`src/rtl/hit_tracker_pkg.sv`:
```
// hit_tracker_pkg: game states, width helpers and default sizing for hit_tracker
package hit_tracker_pkg;
    typedef enum logic [1:0] {IDLE, PLAY, DONE} state_t;
    localparam int CELLS_DEF = 5;
    localparam int SHOTS_DEF = 8;
    function automatic int idx_w(input int n);
        return (n > 1) ? $clog2(n) : 1;
    endfunction
    function automatic int cnt_w(input int n);
        return $clog2(n + 1);
    endfunction
endpackage

```
`src/rtl/hit_tracker_if.sv`:
```
// hit_tracker_if: shot request / response handshake between player decoder and hit_tracker
interface hit_tracker_if
    import hit_tracker_pkg::*;
#(
    parameter int CELLS = CELLS_DEF,
    localparam int IDXW = idx_w(CELLS)
);
    logic shot_valid;
    logic [IDXW-1:0] shot_idx;
    logic shot_ready;
    logic resp_valid;
    logic resp_hit;
    logic resp_repeat;
    modport master (output shot_valid, shot_idx, input shot_ready, resp_valid, resp_hit, resp_repeat);
    modport slave (input shot_valid, shot_idx, output shot_ready, resp_valid, resp_hit, resp_repeat);
endinterface

```
`src/rtl/hit_tracker_cell.sv`:
```
// hit_cell: one board cell holding its ship bit plus sticky hit and shot flags
module hit_cell (
    input  logic clk,
    input  logic rstn,
    input  logic clear,
    input  logic load,
    input  logic ship_in,
    input  logic fire,
    output logic ship,
    output logic hit,
    output logic shot
);
    logic ship_q, ship_d, hit_q, hit_d, shot_q, shot_d;
    always_comb begin
        ship_d = load ? ship_in : ship_q;
        hit_d = clear ? 1'b0 : (hit_q | (fire & ship_q));
        shot_d = clear ? 1'b0 : (shot_q | fire);
    end
    always_ff @(posedge clk) begin
        if (rstn) begin
            ship_q <= 1'b0;
            hit_q <= 1'b0;
            shot_q <= 1'b0;
        end else begin
            ship_q <= ship_d;
            hit_q <= hit_d;
            shot_q <= shot_d;
        end
    end
    assign ship = ship_q;
    assign hit = hit_q;
    assign shot = shot_q;
endmodule

```
`src/rtl/hit_tracker.sv`:
```
// hit_tracker: shot verification FSM with hit/budget tracking; define REPEAT_FREE_EN to make repeat shots free
module hit_tracker
    import hit_tracker_pkg::*;
#(
    parameter int CELLS = CELLS_DEF,
    parameter int SHOTS_MAX = SHOTS_DEF,
    localparam int CNTW = cnt_w(CELLS),
    localparam int SW = cnt_w(SHOTS_MAX)
) (
    input  logic clk,
    input  logic rstn,
    input  logic start,
    input  logic [CELLS-1:0] map_input,
    hit_tracker_if.slave bus,
    output logic [CELLS-1:0] hits,
    output logic [CNTW-1:0] hit_count,
    output logic [SW-1:0] shots_left,
    output logic game_over,
    output logic win
);
    state_t state_q, state_d;
    logic [CELLS-1:0] ships, shot_mask, fire, hits_new, ship_sel, shot_sel;
    logic [SW-1:0] shots_left_q, shots_left_d;
    logic [CNTW-1:0] hit_count_q, hit_count_d;
    logic resp_valid_q, resp_valid_d, resp_hit_q, resp_hit_d, resp_repeat_q, resp_repeat_d;
    logic win_q, win_d;
    logic accept, in_range, is_hit, is_repeat, dec, all_hit;

    for (genvar c = 0; c < CELLS; c++) begin : g_cell
        hit_cell u_cell (
            .clk(clk), .rstn(rstn), .clear(start), .load(start), .ship_in(map_input[c]),
            .fire(fire[c]), .ship(ships[c]), .hit(hits[c]), .shot(shot_mask[c])
        );
    end

    always_comb begin
        accept = bus.shot_valid && state_q == PLAY && !start;
        in_range = int'(bus.shot_idx) < CELLS;
        ship_sel = ships >> bus.shot_idx;
        shot_sel = shot_mask >> bus.shot_idx;
        is_hit = in_range && ship_sel[0];
        is_repeat = in_range && shot_sel[0];
        fire = (accept && in_range) ? (CELLS'(1) << bus.shot_idx) : '0;
        hits_new = hits | (fire & ships);
        all_hit = (ships & ~hits_new) == '0;
`ifdef REPEAT_FREE_EN
        dec = accept && !is_repeat;
`else
        dec = accept;
`endif
        shots_left_d = start ? SW'(SHOTS_MAX) : (dec && shots_left_q != '0) ? shots_left_q - SW'(1) : shots_left_q;
        hit_count_d = '0;
        for (int i = 0; i < CELLS; i++) hit_count_d = hit_count_d + CNTW'(hits_new[i] && !start);
        state_d = state_q;
        win_d = win_q;
        if (start) begin
            state_d = (map_input == '0) ? DONE : PLAY;
            win_d = map_input == '0;
        end else if (accept && (all_hit || shots_left_d == '0)) begin
            state_d = DONE;
            win_d = all_hit;
        end
        resp_valid_d = accept;
        resp_hit_d = accept && is_hit;
        resp_repeat_d = accept && is_repeat;
    end

    always_ff @(posedge clk) begin
        if (rstn) begin
            state_q <= IDLE;
            shots_left_q <= '0;
            hit_count_q <= '0;
            resp_valid_q <= 1'b0;
            resp_hit_q <= 1'b0;
            resp_repeat_q <= 1'b0;
            win_q <= 1'b0;
        end else begin
            state_q <= state_d;
            shots_left_q <= shots_left_d;
            hit_count_q <= hit_count_d;
            resp_valid_q <= resp_valid_d;
            resp_hit_q <= resp_hit_d;
            resp_repeat_q <= resp_repeat_d;
            win_q <= win_d;
        end
    end

    assign bus.shot_ready = state_q == PLAY;
    assign bus.resp_valid = resp_valid_q;
    assign bus.resp_hit = resp_hit_q;
    assign bus.resp_repeat = resp_repeat_q;
    assign hit_count = hit_count_q;
    assign shots_left = shots_left_q;
    assign game_over = state_q == DONE;
    assign win = win_q;
endmodule

```
`src/flat_wrapper.sv`:
```
// flat-port wrapper written by rule: the top's interface ports become plain ports
module hit_tracker_flat import hit_tracker_pkg::*;
#(
    parameter int CELLS = CELLS_DEF,
    parameter int SHOTS_MAX = SHOTS_DEF,
    localparam int CNTW = cnt_w(CELLS),
    localparam int SW = cnt_w(SHOTS_MAX)
)
  (clk, rstn, start, map_input, hits, hit_count, shots_left, game_over, win, bus_shot_valid, bus_shot_idx, bus_shot_ready, bus_resp_valid, bus_resp_hit, bus_resp_repeat);
  hit_tracker_if #(.CELLS(CELLS)) bus_i ();
  input  logic clk;
  input  logic rstn;
  input  logic start;
  input  logic [CELLS-1:0] map_input;
  output logic [CELLS-1:0] hits;
  output logic [CNTW-1:0] hit_count;
  output logic [SW-1:0] shots_left;
  output logic game_over;
  output logic win;
  input wire logic [$bits(bus_i.shot_valid)-1:0] bus_shot_valid;
  input wire logic [$bits(bus_i.shot_idx)-1:0] bus_shot_idx;
  output wire logic [$bits(bus_i.shot_ready)-1:0] bus_shot_ready;
  output wire logic [$bits(bus_i.resp_valid)-1:0] bus_resp_valid;
  output wire logic [$bits(bus_i.resp_hit)-1:0] bus_resp_hit;
  output wire logic [$bits(bus_i.resp_repeat)-1:0] bus_resp_repeat;
  assign bus_i.shot_valid = bus_shot_valid;
  assign bus_i.shot_idx = bus_shot_idx;
  assign bus_shot_ready = bus_i.shot_ready;
  assign bus_resp_valid = bus_i.resp_valid;
  assign bus_resp_hit = bus_i.resp_hit;
  assign bus_resp_repeat = bus_i.resp_repeat;
  hit_tracker #(.CELLS(CELLS), .SHOTS_MAX(SHOTS_MAX)) u_core (.clk(clk), .rstn(rstn), .start(start), .map_input(map_input), .bus(bus_i), .hits(hits), .hit_count(hit_count), .shots_left(shots_left), .game_over(game_over), .win(win));
endmodule
```
`config.mk`:
```
export PLATFORM = sky130hd
export DESIGN_NAME = hit_tracker_flat
export DESIGN_NICKNAME = d
export VERILOG_FILES = /design/src/rtl/hit_tracker_pkg.sv /design/src/rtl/hit_tracker_if.sv /design/src/rtl/hit_tracker_cell.sv /design/src/rtl/hit_tracker.sv /design/src/flat_wrapper.sv
export SDC_FILE = /design/constraint.sdc
export NUM_CORES = 1
export LEC_CHECK = 0
export CAP_MARGIN = 20
export CORE_MARGIN = 2
export CORE_UTILIZATION = 49
export DETAILED_ROUTE_END_ITERATION = 12
export PLACE_DENSITY = 0.74
export SYNTH_ARGS = -nofsm -noshare
export SYNTH_HDL_FRONTEND = slang
export SYNTH_SLANG_ARGS = --single-unit
```
`constraint.sdc`:
```
create_clock -name clk -period 3.5 [get_ports clk]
set_input_delay 0.35 -clock clk [delete_from_list [all_inputs] [get_ports clk]]
set_output_delay 0.35 -clock clk [all_outputs]
set_load 0.03 [all_outputs]
```
* After elaboration in Yosys (flattened, before gate mapping)
Index checks and enable logic that the tools add are counted.
Operators by class: bitwise gates (word level) 19, order comparisons 1, equality and inequality tests 2, muxes and demuxes 8, reduce and logical (&&, ||, !) cells 22, add/subtract/negate cells 5, shift-type cells 3
Operator list (count):
- 1-bit logical AND | 14
- 5-bit AND | 2
- 5-bit zero test | 2
- 1-bit bitwise OR | 10
- 5-bit by 3-bit >> shifter with 1-bit output | 2
- 3-bit by 1-bit adder with 3-bit output | 3
- 4-bit two-way mux | 2
- 2-bit two-way mux | 3
- 1-bit AND | 5
- 5-bit two-way mux | 1
- 5-bit inverter | 1
- 5-bit bitwise OR | 1
- 1-bit by 3-bit << shifter with 5-bit output (first input constant) | 1
- 4-bit zero test | 1
- 4-bit nonzero test | 1
- 4-bit by 1-bit subtractor with 4-bit output (second input constant) | 1
- 3-bit < comparator (second input constant) | 1
- 1-bit by 1-bit adder with 2-bit output | 1
- 2-bit by 1-bit == test with 1-bit output (second input constant) | 1
- 2-bit == test (second input constant) | 1
- 1-bit two-way mux | 2
- 2-bit nonzero test | 1
- 2-bit OR reduction | 1
- 1-bit zero test | 1
- 1-bit logical OR | 1
Storage, ports and cells: word-level logic and storage cells 82, output and inout bits 18, register bits after elaboration 28

* Longest topological paths before layout
Gate-level depths: netlist (run 1).
depth in word-level cells 14, mapped depth 10, depth with buffers taken out 9

* Hierarchy
A second synthesis (run 1) with hierarchy kept.
Unflattened totals: cells, all modules 159, area, all modules 1427.6 µm²
By module, submodules not included:
- hit_tracker | cells an instance 114, instances 1, area an instance 939.7 µm², sequential area each 260.2 µm²
- hit_cell | cells an instance 9, instances 5, area an instance 97.6 µm², sequential area each 60.1 µm²

* Least setup slack after synthesis (run 1)
Ideal clock, no wire load.
path type input to register, start point in start, end point reg u_core.hit_count_q[1] (netlist: u_core.hit_count[1]), required time 3.386 ns, data arrival time 2.668 ns, slack 0.718 ns, setup time 0.114 ns, stages on the path 10, path through nand4bb_4 > clkbuf_1 > nor4_1 > a21oi_1 > nor2_1 > ha_1 > fa_1 > ha_1 > fa_1 > nor2b_1
Between the ends: word-level cells in the longest chain between the ends 11, elaborated cells between the ends (all ways) 15, those cells by class add/sub: 4; mux: 1; bitwise: 2; reduce/logical: 8
Ends and longest elaborated chain:
- start, declared | RTL line flat_wrapper.sv:13 | input logic start;
- 1-bit zero test * | RTL line hit_tracker.sv:37, hit_tracker.sv:53
- 1-bit logical AND | RTL line hit_tracker.sv:37 | accept = bus.shot_valid && state_q == PLAY && !start;
- 1-bit logical AND | RTL line hit_tracker.sv:43 | fire = (accept && in_range) ? (CELLS'(1) << bus.shot_idx) : '0;
- 5-bit two-way mux | RTL line hit_tracker.sv:43
- 5-bit AND | RTL line hit_tracker.sv:44 | hits_new = hits | (fire & ships);
- 5-bit bitwise OR | RTL line hit_tracker.sv:44
- 1-bit logical AND | RTL line hit_tracker.sv:53 | for (int i = 0; i < CELLS; i++) hit_count_d = hit_count_d + CNTW'(hits_new[i] && !start);
- 1-bit by 1-bit adder with 2-bit output | RTL line hit_tracker.sv:53
- 3-bit by 1-bit adder with 3-bit output (2 in a row) | RTL line hit_tracker.sv:53
- 3-bit by 1-bit adder with 3-bit output * | RTL line hit_tracker.sv:53
- net u_core.hit_count_d[1] | RTL line hit_tracker.sv:24 | logic [CNTW-1:0] hit_count_q, hit_count_d;
- end signal, assigned | RTL line hit_tracker.sv:80 | hit_count_q <= hit_count_d;
- end, declared | RTL line hit_tracker.sv:24
Mark *: on every way through the listed nets, which the timed path passes. The rest lies on a longest branch. A chain may end at the register's enable or synchronous reset.

* Worst setup path after layout (run 1)
Ends and elaborated chain as after synthesis.

==> results of run 1 <==
## power by group
group / total (W) / switching, W / internal [W]
clock: 0.000155 / 0.0000918 / 0.0000636
combinational: 0.0000743 / 0.0000377 / 0.0000366
sequential: 0.000334 / 0.00000796 / 0.000326
## cell families after synthesis
group                      after synthesis
AOI/OAI and AO/OA                       22
xor gates and xnor gates                 2
adders and majority gates                5
buffers and inverters                   20
DFF                                     28
muxes                                    7
and+or+nand+nor                         69
## final timing paths
| check | from | to | slack, ns | depth (start not counted) |
|---|---|---|---|---|
| max reg2reg | u_core.state_q[1] | u_core.hit_count[1] | 0.62 | 9 |
| max | start | u_core.hit_count[1] | 0.55 | 10 |
| min | u_core.g_cell[3].u_cell.shot | u_core.g_cell[3].u_cell.shot | 0.46 | 2 |
| min reg2reg | u_core.g_cell[3].u_cell.shot | u_core.g_cell[3].u_cell.shot | 0.46 | 2 |
## metrics by stage
step                worst slack [ns]  power (W)
floorplan                     0.7182  0.0003814
global placement              0.3380  0.0004127
detailed placement            0.2165  0.0004151
CTS                           0.5664  0.0005657
global route                  0.4408  0.0005926
finish                        0.5515  0.0005634
## flip-flops by register name, indices dropped and copies added, names as in the netlist
signal                     flops
u_core.g_cell.u_cell.hit       5
u_core.state_q                 2
u_core.win                     1
u_core.bus.resp_hit            1
u_core.g_cell.u_cell.shot      5
u_core.bus.resp_valid          1
u_core.bus.resp_repeat         1
u_core.hit_count               3
u_core.shots_left              4
u_core.g_cell.u_cell.ship      5
## Yosys cell counts (all sizes together)
master    n  area (um^2)
fa        2        40.04
buf       7        52.55
or3b      1        8.760
o2bb2ai   1        8.760
nand4     1        6.260
a311oi    1        8.760
a41o      1        10.01
o32ai     1        8.760
nor3b     2        15.01
a21oi     7        35.03
o21ai     4        20.01
nor4      1        6.260
clkbuf    4        15.01
or2       1        6.260
xnor2     1        8.760
nand2     3        11.26
a31oi     3        18.77
a22oi     2        15.01
nand3b    1        7.510
nor2b     9        56.30
mux2i     5        50.05
inv       9        33.78
nand2b    2        12.51
or4       4        30.03
dfxtp    28        560.5
o31a      1        8.760
nand3     3        15.01
nand4bb   1        27.53
a211oi    1        7.510
ha        3        37.54
nor2     34        127.6
nor3      6        30.03
xor2      1        8.760
mux4      2        45.04
## critical path, stage by stage
cell and delay, ns:
clkdlybuf4s50_1 0.44, nand4bb_4 0.25, nor4_1 0.34, a21oi_1 0.16, nor2_1 0.11, ha_1 0.25, fa_1 0.47, ha_1 0.23
fa_1 0.44, nor2b_1 0.13
## layer usage
layer | vias up | part of all wire [%] | GRT usage (%)
li1 | 575 | - | -
met1 | 539 | 46 | 23.98
met2 | 38 | 47 | 33.06
met3 | 6 | 5.2 | 3.456
met4 | 0 | 1.6 | 7.823
met5 | - | 0 | 0
## final cells by class
cell class                      count  area [um^2]
Timing Repair Buffer               34        327.8
Multi-Input combinational cell    105        691.9
Tap cell                           31        38.79
Fill cell                         242        997.2
Clock buffer                        4        36.28
Sequential cell                    28        560.5
Inverter                            9        33.78
==> impl_metrics.ini, run 1 <==
[clocking]
path_clk_slew_ns = 0.15
cts_repair_resize_count = 0
clockRootBuffer = clkbuf_4
htreeDepth = 1
clock_sinks = 28
cts_hold_buffers = 0
clock_path_buffers = 2
cts_setup_buffers = 0
cts_made_buffers = 3
cts_tree = built
clock_latency_ns = 0.33

[synthesis]
seq_area_frac_synth_pct = 41.40
postSynthCellCount = 153
synthMuxAreaShare_pct = 7.024
synthAdderAreaFrac_pct = 5.730
synth_seq_cells = 28
yosysWarnings = 0
synthXorXnorAreaFrac_pct = 1.294
synth_top_family_by_area = simple AND/OR/NAND/NOR gates
synth-simple-area-share_pct = 26.62
synth_nets = 170
synth_cell_types = 37
synth_area_mm2 = 0.001354
synth_compound_area_share_pct = 10.44
syn_area_per_cell_um2 = 8.848

[sta]
worst_hold_slack_ns = 0.4637
finalClockSkew_ns = 0.01889
tightest_slew_ns = 0.5726
fin_setup_tns_ns = 0
setup_violations = 0
layout_min_cycle_time_ns = 2.948
rsz0062_at_grt = no
finalHoldViolCount = 0
slew_violations = 0
fin_crit_sh_pct = 84.24
clock.fmax_mhz = 339.2
relSlewSlack_pct = 61.71

[layout]
fin_util_pct = 62.88
syn2layout_area_growth_pct = 24.77
n_antenna_cell = 0
final_common_cell = nor2_1
fin_nets = 198
drive_above_1_share_pct = 7.222
design_area_mm2 = 0.001689
final_cell_mix = nor2_1, clkdlybuf4s50_1, dfxtp_1
stdcell_count = 211

[global_route]
grt_pass1_vias = 1119
grt_pass1_wl_mm = 4.912
grt_use_total_pct = 19.38
grt_max_degree = 18
antenna_found_initial = 0
grt_overflow = 0

[place]
placed_cell_area_mm2 = 0.001653
place_inst = 207
hpwl_mm = 2.252
port-buffer-count = 29
routabilityCongestion = 0.8312

[drt]
vias = 1158
wl_per_cell_um = 13.56
first_pass_iters = 4
via_per_inst = 5.488
ant_nets = 0
routed_wl_mm = 2.862
drc_errors = 0
drtIter0Drc = 48

[floorplanning]
die_area_mm2 = 0.003199
rows = 19
die_y_um = 56.56
die_w_um = 56.56
io_pins = 30
start_util_pct = 50.40
coreArea_mm2 = 0.002686

[run]
drv_cap = 0

[critical_path]
cp_max_fo = 5
cp-start-kind = primary input
crit_type = primary input to register
arrival_ns = 3.17
crit_required_ns = 3.72
cp-end-kind = register

[run_status]
outcome = finished clean

[power]
leakage_nw = 0.6467
power.density_mw_per_mm2 = 333.5
vdd_drop_max_mv = 0.2475

[hold_path]
hold_path.class = register to register
(Power assumes the default switching activity.)
==> run 2: changes to the inputs <==
Settings changed: CORE_UTILIZATION 49 to 44, PLACE_DENSITY 0.74 to 0.7.
Clock period 3.5 ns to 2.6 ns, I/O delays scaled along.
==> impl_metrics.ini, run 2 (synthesized netlist as in run 1, its figures left out) <==
[power]
leakage_nw = 0.7597
vdd_drop_max_mv = 0.2769
power.density_mw_per_mm2 = 452.8

[hold_path]
hold-path-cell-count = 4
holdPathEnd = u_core.g_cell[0].u_cell.ship
hold_start = start
hold_path.class = primary input to register

[place]
place_inst = 224
preCtsSetupSlack_ns = -0.4728
port-buffer-count = 29
routabilityCongestion = 0.9119
hpwl_mm = 2.455

[run]
drv_cap = 0

[drt]
ant_nets = 0
routed_wl_mm = 3.167
drtIter0Drc = 39
wl_per_cell_um = 13.71
drc_errors = 0
via_per_inst = 5.182
vias = 1197
first_pass_iters = 4

[global_route]
grt_pass1_wl_mm = 5.278
grt_max_degree = 18
grt_pass1_vias = 1150
grt_overflow = 0
grt_use_total_pct = 20.19
antenna_found_initial = 0

[critical_path]
arrival_ns = 2.86
cp_max_fo = 5
crit_type = register to register
r2r_slack_ns = -0.03
cp-end-kind = register
cpMostUsedCell = fa_1
cp-start-kind = register
crit_required_ns = 2.83
crit_start = u_core.state_q[1]
r2r_cells = 9
r2r_end = u_core.hit_count[1]
cp_slowest_cell = fa_1
cp_cell_sequence = nand4bb_4, nor3_4, a31oi_2, nor2_1, ha_1, fa_1, ha_2, fa_1, nor2b_1
r2r_start = u_core.state_q[1]
slowest_delay_ns = 0.50

[layout]
fin_util_pct = 63.53
syn2layout_area_growth_pct = 39.74
nFillCells = 260
fin_nets = 216
final_cell_mix = nor2_1, clkdlybuf4s50_1, dfxtp_1
n_antenna_cell = 0
drive_above_1_share_pct = 19.70
stdcell_count = 231
final_common_cell = nor2_1

[clocking]
path_clk_slew_ns = 0.16
cts_tree = built
clock_sinks = 28
clock_path_buffers = 2
clock_latency_ns = 0.34
htreeDepth = 1
cts_hold_buffers = 0
cts_made_buffers = 3
clockRootBuffer = clkbuf_4

[sta]
relSlewSlack_pct = 60.25
rsz0062_at_grt = yes
finalHoldViolCount = 0
finalWorstSetupSlack_ns = -0.02591
layout_min_cycle_time_ns = 2.626
clock.fmax_mhz = 380.8
tightest_slew_ns = 0.5944
slew_violations = 0
setup_violations = 1
fin_crit_sh_pct = 101.0
finalClockSkew_ns = 0.01532

[floorplanning]
die_w_um = 59.47
rows = 20
coreArea_mm2 = 0.002978
io_pins = 30
start_util_pct = 45.46
die_y_um = 59.47
die_area_mm2 = 0.003537

[run_status]
outcome = complete, but fails checks
violations = setup timing
-- run 2: final cells by class --
type                       count  area (um^2)  share of cell area (%)
sequential                    28        563.0                   29.76
timing repair buffer          52        465.4                   24.60
tap                           33        41.29                   2.183
inverter                       9        33.78                   1.786
clock buffer                   3        22.52                   1.190
clock inverter                 1        30.03                   1.587
multi-input combinational    105        735.7                   38.89
-- run 2: metal layers --
| metal | track usage [%] | vias up | part of all wire [%] |
|---|---|---|---|
| li1 | - | 610 | - |
| met1 | 25.88 | 556 | 44 |
| met2 | 34.07 | 27 | 52 |
| met3 | 3.493 | 4 | 3.1 |
| met4 | 6.818 | 0 | 0.98 |
| met5 | 0 | - | 0 |
-- run 2: what timing repair did --
action | in CTS | in global routing
setup buffers | 1 | 2
gates resized for setup | 2 | 4
pin swaps | 1 | 8
endpoints found under the setup margin | 2 | 2
-- run 2: how the worst max path moves through the flow --
stage	endpoint	depth (start not counted)
detailed placement	u_core.hit_count[1]	10
finish	u_core.hit_count[1]	9
CTS	u_core.hit_count[1]	9
floorplan	u_core.hit_count[1]	10
global route	u_core.hit_count[1]	9
global placement	u_core.hit_count[1]	10
-- run 2: stage by stage --
| stage | hold slack [ns] | instance area (um^2) | TNS, ns | total power, W |
|---|---|---|---|---|
| 2_1_floorplan | 0.3316 | 1393 | 0 | 0.0005166 |
| 3_3_place_gp | 0.4345 | 1797 | -0.7980 | 0.0005712 |
| 3_5_place_dp | 0.4451 | 1797 | -1.018 | 0.0005738 |
| 4_1_cts | 0.4712 | 1866 | -0.06093 | 0.0008621 |
| 5_1_grt | 0.4752 | 1892 | -0.2905 | 0.0008956 |
| 6_report | 0.4407 | 1892 | -0.02591 | 0.0008566 |
-- run 2: critical path: cells and delay by family, from the launching register on --
family                     cells  cell delay [ns]
adders and majority gates      4             1.33
and+or+nand+nor                4             0.71
DFF                            1             0.35
AOI/OAI and AO/OA              1             0.12
-- run 2: power by group --
group	switching (W)	leakage, nW	total [W]	internal, W
clock	0.000133	0.0279	0.000289	0.000156
combinational	0.0000582	0.504	0.000118	0.0000601
sequential	0.0000105	0.228	0.000449	0.000439
